## src/rtl/blocking_channel_peer.sv

```systemverilog
// Environment-side peer for a generated block with blocking ports.
// Local request words queue in req_mem and are offered on mod_in_*;
// words taken from mod_out_* queue in rsp_mem for local consumption.
// Both FIFOs have no bypass, and both sync outputs come from registered state only.
module blocking_channel_peer #(
  parameter int DATA_W  = 32,
  parameter int DEPTH   = 4,
  parameter int MAX_OUT = 2
) (
  input  logic              clk,
  input  logic              rst,
  input  logic              push_valid,
  input  logic [DATA_W-1:0] push_data,
  output logic              push_ready,
  output logic              pop_valid,
  output logic [DATA_W-1:0] pop_data,
  input  logic              pop_ready,
  output logic [DATA_W-1:0] mod_in_data,
  output logic              mod_in_sync,
  input  logic              mod_in_notify,
  input  logic [DATA_W-1:0] mod_out_data,
  output logic              mod_out_sync,
  input  logic              mod_out_notify,
  output logic [7:0]        outstanding,
  output logic [15:0]       tx_count,
  output logic [15:0]       rx_count,
  output logic              err_unexpected
);

  localparam int AW = $clog2(DEPTH);

  logic [DATA_W-1:0] req_mem [DEPTH];
  logic [DATA_W-1:0] rsp_mem [DEPTH];
  // Pointers carry one extra wrap bit so full and empty can be told apart.
  logic [AW:0] req_wr, req_rd, rsp_wr, rsp_rd;
  logic req_empty, req_full, rsp_empty, rsp_full;
  logic push_fire, send_fire, recv_fire, pop_fire;

  assign req_empty = (req_wr == req_rd);
  assign req_full  = (req_wr[AW] != req_rd[AW]) && (req_wr[AW-1:0] == req_rd[AW-1:0]);
  assign rsp_empty = (rsp_wr == rsp_rd);
  assign rsp_full  = (rsp_wr[AW] != rsp_rd[AW]) && (rsp_wr[AW-1:0] == rsp_rd[AW-1:0]);

  assign push_ready   = !req_full;
  assign pop_valid    = !rsp_empty;
  assign mod_in_sync  = !req_empty && (outstanding < 8'(MAX_OUT));
  assign mod_out_sync = !rsp_full;

  // Heads read as zero when empty, so words left in storage from before a reset never show.
  assign mod_in_data = req_empty ? '0 : req_mem[req_rd[AW-1:0]];
  assign pop_data    = rsp_empty ? '0 : rsp_mem[rsp_rd[AW-1:0]];

  assign push_fire = push_valid && push_ready;
  assign send_fire = mod_in_sync && mod_in_notify;
  assign recv_fire = mod_out_sync && mod_out_notify;
  assign pop_fire  = pop_valid && pop_ready;

  // FIFO storage writes; contents need no reset because the pointers gate visibility.
  always_ff @(posedge clk) begin
    if (push_fire) req_mem[req_wr[AW-1:0]] <= push_data;
    if (recv_fire) rsp_mem[rsp_wr[AW-1:0]] <= mod_out_data;
  end

  // FIFO pointer updates.
  always_ff @(posedge clk or posedge rst) begin
    if (rst) begin
      req_wr <= '0;
      req_rd <= '0;
      rsp_wr <= '0;
      rsp_rd <= '0;
    end else begin
      if (push_fire) req_wr <= req_wr + 1'b1;
      if (send_fire) req_rd <= req_rd + 1'b1;
      if (recv_fire) rsp_wr <= rsp_wr + 1'b1;
      if (pop_fire)  rsp_rd <= rsp_rd + 1'b1;
    end
  end

  // Transfer counters; the 16-bit counts wrap naturally.
  always_ff @(posedge clk or posedge rst) begin
    if (rst) begin
      tx_count <= '0;
      rx_count <= '0;
    end else begin
      if (send_fire) tx_count <= tx_count + 16'd1;
      if (recv_fire) rx_count <= rx_count + 16'd1;
    end
  end

  // Outstanding tracking: a lone receive at zero is unexpected and latches the error flag.
  always_ff @(posedge clk or posedge rst) begin
    if (rst) begin
      outstanding    <= '0;
      err_unexpected <= 1'b0;
    end else begin
      case ({send_fire, recv_fire})
        2'b10: if (outstanding != 8'hFF) outstanding <= outstanding + 8'd1;
        2'b01: begin
          if (outstanding == 8'd0) err_unexpected <= 1'b1;
          else                     outstanding    <= outstanding - 8'd1;
        end
        default: ;
      endcase
    end
  end

endmodule

```

## config.mk

```make
export PLATFORM = sky130hd
export DESIGN_NAME = blocking_channel_peer
export DESIGN_NICKNAME = d
export VERILOG_FILES = /design/src/rtl/blocking_channel_peer.sv
export SDC_FILE = /design/constraint.sdc
export NUM_CORES = 1
export LEC_CHECK = 0
export CAP_MARGIN = 20
export CELL_PAD_IN_SITES_DETAIL_PLACEMENT = 1
export CELL_PAD_IN_SITES_GLOBAL_PLACEMENT = 2
export CORE_ASPECT_RATIO = 1.5
export CORE_MARGIN = 10
export CORE_UTILIZATION = 37
export DETAILED_ROUTE_END_ITERATION = 8
export GPL_TIMING_DRIVEN = 0
export PLACE_DENSITY_LB_ADDON = 0.15
export SYNTH_ARGS = -nofsm -noshare
export SYNTH_HDL_FRONTEND = slang
export SYNTH_SLANG_ARGS = --single-unit
```

## constraint.sdc

```tcl
create_clock -name clk -period 3.3 [get_ports clk]
set_input_delay 0.66 -clock clk [delete_from_list [all_inputs] [get_ports clk]]
set_output_delay 0.66 -clock clk [all_outputs]
set_load 0.02 [all_outputs]
```

==> run summary, run 1 <==
Outcome: finished clean
R2r endpoint: outstanding[6]
Top fanout value on the critical path: 10
Initial drt markers: 241
Syn_area_per_cell: 18.7 um^2
I/O Buffers: 178
Main flop type after synthesis: edfxtp_1
Count leader, synth: edfxtp_1
First-pass GRT wire length: 45.3 mm
Mean routed wirelength per cell: 22.1 um
DR vias: 6,685
Pre-antenna DRT Iters: 4
Worst-margin pin slew: 0.924 ns
CP max stage cell: or4b_2
Layout cells sized above 1: 0.200
Avg Vias per Cell: 5.02
Ports: 179
Crit path largest cell delay: 0.62 ns
Top post-synthesis cells by area: edfxtp_1, mux4_2, dfrtp_1
DPL Wire Length: 20.4 mm
Synth top area share: 0.615
CTS tree: yes
Max Cap Viol: 0
Final setup vio count: 0
Post-Syn Area: 12,500 um^2
Die Wd: 170 um
Netlist cell types: 44
Leakage Power: 5.79 nW
Final hold vios: 0
Most area-hungry cell type in the Yosys netlist: edfxtp_1
DP Worst Slack: -0.515 ns
Final period utilization: 0.981
Largest net degree at the start of global routing: 33
Core Area: 33,300 um^2
CTS root buf: clkbuf_16
F_max: 309 MHz
Vias in the first global route: 7,786
Cts hold-fix bufs: 0
Min cycle time layout: 3.24 ns
Top cells by count, synth: edfxtp_1, mux4_2, dfrtp_1, and2_1, nor2b_1
Final WS setup: 0.0633 ns
Post-synth ARST share: 0.172
Initial antenna violation count: 0
Critical path arrival: 3.74 ns
Starting Density: 0.375
Total wire length: 29.4 mm
Number of routed nets with antenna violations: 0
CTS Buf Count: 30
PD cells: 955 nW/um^2
Fin cells: 1,333
R2R depth: 12
Total gr overflow: 0
Die area: 41,700 um^2
Clock Latency Late Sink: 0.57 ns
Final nets: 979
Sequential area share after synthesis: 0.721
Syn Nets: 757
Skew final: 0.0122 ns
Syn. warnings: 0
Worst setup SP type: flip-flop
H-tree depth: 1
Cell Chain, Critical Path: nor4_4 > nand3_4 > or2_4 > buf_6 > nand2_2 > inv_2 > ha_1 > o21a_1 > o31a_1 > or4b_2 > nand3_1 > mux2_2
RD Place Congestion: 0.754
Setup CP Type: reg2reg
Nature of the critical path endpoint: flip-flop
Max IR drop VDD: 0.521 mV
CTS Sinks: 309
Critical path destination: outstanding[6]
FF-to-FF Start: outstanding[5]
Syn Inst Count: 668
Total Power: 15.5 mW
Number of enable flip-flop cells after synthesis: 256
Remaining DRCs: 0
Area delta synth->final: 29.6%
Row count: 82
Yosys reg bits: 309
Clock Path Buffers: 3
Placed cells: 1,274
Hold Startpoint: rx_count[15]
Worst Setup SP: outstanding[5]
CP required: 3.81 ns
Die H: 245 um
Hold WS: 0.468 ns
GR Util All Layers: 0.141
Hold crit path type: reg2reg
Finished Core Util: 0.485
Worst slew margin: 0.384
Worst R2R Setup Slack: 0.06 ns
Max-slew violations: 0
Clock-pin slew on the worst setup and hold paths: 0.07 ns
-- metal layers --
layer	wire (um)	vias to the layer above	global-route usage
met5	0	-	0
met4	550	0	0.0393
met3	1970	40	0.0394
met2	16500	164	0.273
met1	10300	3462	0.141
li1	-	3019	-
-- kinds of logic (layout without fill, tap and decap cells) --
group | after synthesis | in the layout | share of synthesized area
adder cells (fa/ha/maj) | 19 | 19 | 0.0196
other | 0 | 1 | 0
XOR/XNOR | 49 | 49 | 0.0343
AO/OA/AOI/OAI | 18 | 18 | 0.00961
flip-flops | 309 | 309 | 0.721
AND/OR/NAND/NOR | 163 | 163 | 0.0779
multiplexers | 74 | 74 | 0.124
buffers and inverters | 36 | 280 | 0.0130
-- cell usage in the layout (no fill, tap or decap), drive strengths merged, types with 18 or more instances in the layout --
master,netlist,routed
dfrtp,53,53
mux4,64,64
nor2b,35,35
nand2,28,28
clkdlybuf4s50,0,118
xnor2,30,30
ha,18,18
and2,37,37
clkbuf,14,49
xor2,19,19
edfxtp,256,256
buf,12,24
dlygate4sd2,0,58
-- sequential cells by signal, summed over array words and instances (netlist names) --
| name | flops |
|---|---|
| req_mem | 128 |
| tx_count | 16 |
| req_rd | 3 |
| req_wr | 3 |
| outstanding | 8 |
| rsp_wr | 3 |
| rsp_rd | 3 |
| err_unexpected | 1 |
| rsp_mem | 128 |
| rx_count | 16 |
-- worst min-delay path by stage --
stage | to | slack [ns] | cells after the start
finish | rx_count[15] | 0.47 | 1
global route | rx_count[15] | 0.51 | 1
CTS | rx_count[15] | 0.48 | 1
detailed placement | rx_count[15] | 0.47 | 1
global placement | tx_count[15] | 0.46 | 1
floorplan | req_wr[2] | 0.46 | 1
-- cell type report --
class | instances | area [um^2]
Clock inverter | 19 | 357
Clock buffer | 35 | 769
Antenna cell | 1 | 2.50
Fill cell | 3097 | 17200
Multi-Input combinational cell | 323 | 3360
Buffer | 26 | 199
Timing Repair Buffer | 190 | 1920
Inverter | 10 | 37.5
Tap cell | 420 | 526
Sequential cell | 309 | 9020
-- critical path, delay by kind of cell, from the launching register on --
family / cells / cell delay, ns
AO/OA/AOI/OAI: 2 / 0.34
adder cells (fa/ha/maj): 1 / 0.36
buffers and inverters: 2 / 0.25
flip-flops: 1 / 0.47
multiplexers: 1 / 0.14
AND/OR/NAND/NOR: 6 / 1.61
-- what timing repair did --
item / CTS / global route
pin swaps: 3 / 1
gates resized for setup: 97 / 4
endpoints found under the setup margin: 65 / 3
setup buffers: 3 / 1
-- report_power, final --
part | switching, mW | internal [mW] | total (mW)
sequential | 0.377 | 5.16 | 5.54
clock | 1.43 | 2.44 | 3.87
combinational | 3.32 | 2.73 | 6.05
total | 5.12 | 10.3 | 15.5
-- per-stage QoR --
step                      instance area (um^2)  TNS (ns)
after floorplan                          12500         0
after global placement                   14800    -47.61
after detailed placement                 15000     -1.40
after CTS                                16200         0
after global routing                     16200  -0.00589
final                                    16200         0
Power figures use the tool's default switching activity.
==> run 2, diff against run 1 <==
==> constraint.sdc (replaced) <==
create_clock -name clk -period 3.3 [get_ports clk]
set_input_delay 0.495 -clock clk [delete_from_list [all_inputs] [get_ports clk]]
set_output_delay 0.495 -clock clk [all_outputs]
set_load 0.02 [all_outputs]
==> run summary, run 2 (synthesized netlist as in run 1, its figures left out) <==
Dpl cell area: 15,000 um^2 (unchanged)
Commonest non-fill, non-tap cells in the layout: edfxtp_1, clkdlybuf4s50_1, mux4_2
Die area: 41,700 um^2 (unchanged)
Final period utilization: 0.978 (-0.00292)
Final setup vio count: 0 (unchanged)
Pre-antenna DRT Iters: 4 (unchanged)
Min cycle time layout: 3.23 ns (-0.00965 ns)
Switching Share: 0.325 (-0.00638)
Final hold vios: 0 (unchanged)
RSZ-0062 raised after global routing: yes
Initial antenna violation count: 0 (unchanged)
Clock Latency Late Sink: 0.57 ns (about the same)
Worst R2R Setup Slack: 0.07 ns (about the same)
Die Wd: 170 um (unchanged)
DR vias: 6,694 (+0.13%)
CTS tree: yes
Setup CP Type: reg2reg
Placed cells: 1,274 (unchanged)
Finished Core Util: 0.489 (+0.00323)
Initial drt markers: 267 (+11%)
Crit path largest cell delay: 0.62 ns (about the same)
Mean routed wirelength per cell: 22.1 um (about the same)
RD Place Congestion: 0.754 (unchanged)
CTS Buf Count: 30 (unchanged)
Area delta synth->final: 30.4%
Commonest non-fill, non-tap cell in the layout: edfxtp_1
Cell Chain, Critical Path: nor4_4 > nand3_4 > or2_4 > buf_6 > nand2_2 > inv_2 > ha_1 > o21a_1 > o31a_1 > or4b_2 > nand3_1 > mux2_2
Clock Path Buffers: 3 (unchanged)
Comb pwr share: 0.404 (+0.013)
Setup TNS Final: 0 ns (unchanged)
First-pass GRT wire length: 45.2 mm (-0.17%)
Worst-margin pin slew: 0.916 ns (-0.00860 ns)
Row count: 82 (unchanged)
Ports: 179 (unchanged)
Final instance area: 16,300 um^2 (+0.66%)
CTS root buf: clkbuf_16
Sequential group share of total power: 0.351 (-0.007)
Clock-pin slew on the worst setup and hold paths: 0.06 ns (about the same)
Skew final: 0.0126 ns (+0.000382 ns)
Hold WS: 0.350 ns (-0.118 ns)
CP max stage cell: or4b_2
H-tree depth: 1 (unchanged)
F_max: 310 MHz (+0.30%)
Total Power: 15.8 mW (+2.1%)
Critical path arrival: 3.73 ns (about the same)
CTS Sinks: 309 (unchanged)
CP required: 3.81 ns (about the same)
Part of the power in the clock network: 0.245 (-0.005)
PD cells: 969 nW/um^2 (+1.4%)
Starting Density: 0.375 (unchanged)
Final nets: 979 (unchanged)
Nature of the critical path endpoint: flip-flop
Worst setup SP type: flip-flop
Total gr overflow: 0 (unchanged)
Largest net degree at the start of global routing: 33 (unchanged)
Vias in the first global route: 7,794 (+0.10%)
Max IR drop VDD: 0.545 mV (+4.7%)
Hold crit path type: in2async
Leakage Power: 5.91 nW (+2.1%)
Sw Pwr: 5.13 mW (+0.15%)
GR Util All Layers: 0.141 (-0.000206)
Max-slew violations: 0 (unchanged)
R2R depth: 12 (unchanged)
Total wire length: 29.4 mm (about the same)
Top fanout value on the critical path: 10 (unchanged)
Internal: 10.7 mW (+3.1%)
Max Cap Viol: 0 (unchanged)
Final WS setup: 0.0730 ns (+0.00965 ns)
I/O Buffers: 178 (unchanged)
Layout cells sized above 1: 0.200 (unchanged)
FF-to-FF Start: outstanding[5]
Core Area: 33,300 um^2 (unchanged)
Die H: 245 um (unchanged)
DP Worst Slack: -0.350 ns (+0.165 ns)
Worst slew margin: 0.389 (+0.00573)
DPL Wire Length: 20.4 mm (unchanged)
Outcome: finished clean
Avg Vias per Cell: 5.02 (+0.13%)
Fin cells: 1,333 (unchanged)
Remaining DRCs: 0 (unchanged)
Number of routed nets with antenna violations: 0 (unchanged)
R2r endpoint: outstanding[6]
[run 2: cell types whose count changed in the layout (fill, tap and decap cells not counted), sizes merged]
cell / previous run / this run
dlygate4sd2: 58 / 3
clkdlybuf4s50: 118 / 152
dlymetal6s2s: 2 / 23
[run 2: how the worst max path moves through the flow]
stage	startpoint	to	cells after the start
after floorplan	outstanding[5]	outstanding[6]	12
after global placement	mod_out_notify	outstanding[6]	11
after detailed placement	mod_out_notify	outstanding[6]	11
after CTS	rsp_rd[1]	pop_data[8]	7
after global routing	outstanding[5]	outstanding[6]	12
final	outstanding[5]	outstanding[6]	12
[run 2: area by class of cell]
| class | count | area, um^2 |
|---|---|---|
| Clock inverter | 19 | 357 |
| Buffer | 26 | 185 |
| Fill cell | 3076 | 17000 |
| Sequential cell | 309 | 9020 |
| Inverter | 10 | 37.5 |
| Clock buffer | 35 | 769 |
| Multi-Input combinational cell | 323 | 3360 |
| Timing Repair Buffer | 190 | 2040 |
| Tap cell | 420 | 526 |
| Antenna cell | 1 | 2.50 |
[run 2: power groups by stage]
stage | registers (mW) | clock network, mW | logic (mW)
floorplan | 5.61 | 0 | 3.62
global route | 5.61 | 4.16 | 6.89
global placement | 5.59 | 0 | 6.21
detailed placement | 5.61 | 0 | 6.46
finish | 5.53 | 3.87 | 6.38
CTS | 5.54 | 3.99 | 6.57
[run 2: per-layer routing]
layer / share of wire / vias to the layer above / track usage
met5: 0 / - / 0
met4: 0.019 / 0 / 0.0393
met3: 0.065 / 42 / 0.0390
met2: 0.56 / 159 / 0.273
met1: 0.35 / 3472 / 0.141
li1: - / 3021 / -
[run 2: timing repair]
action | in CTS | in global routing
buffers inserted | 3 | 1
hold buffers | 0 | 0
pin swaps | 3 | 1
endpoints found under the setup margin | 62 | 36
gates resized for setup | 34 | 32
[run 2: worst max-delay path, delay by kind of cell (launching register included)]
kind	cells	cell delay [ns]
compound gates	2	0.34
fa+ha+maj	1	0.35
buf+inv	2	0.25
flops	1	0.47
mux	1	0.14
simple gates	6	1.61
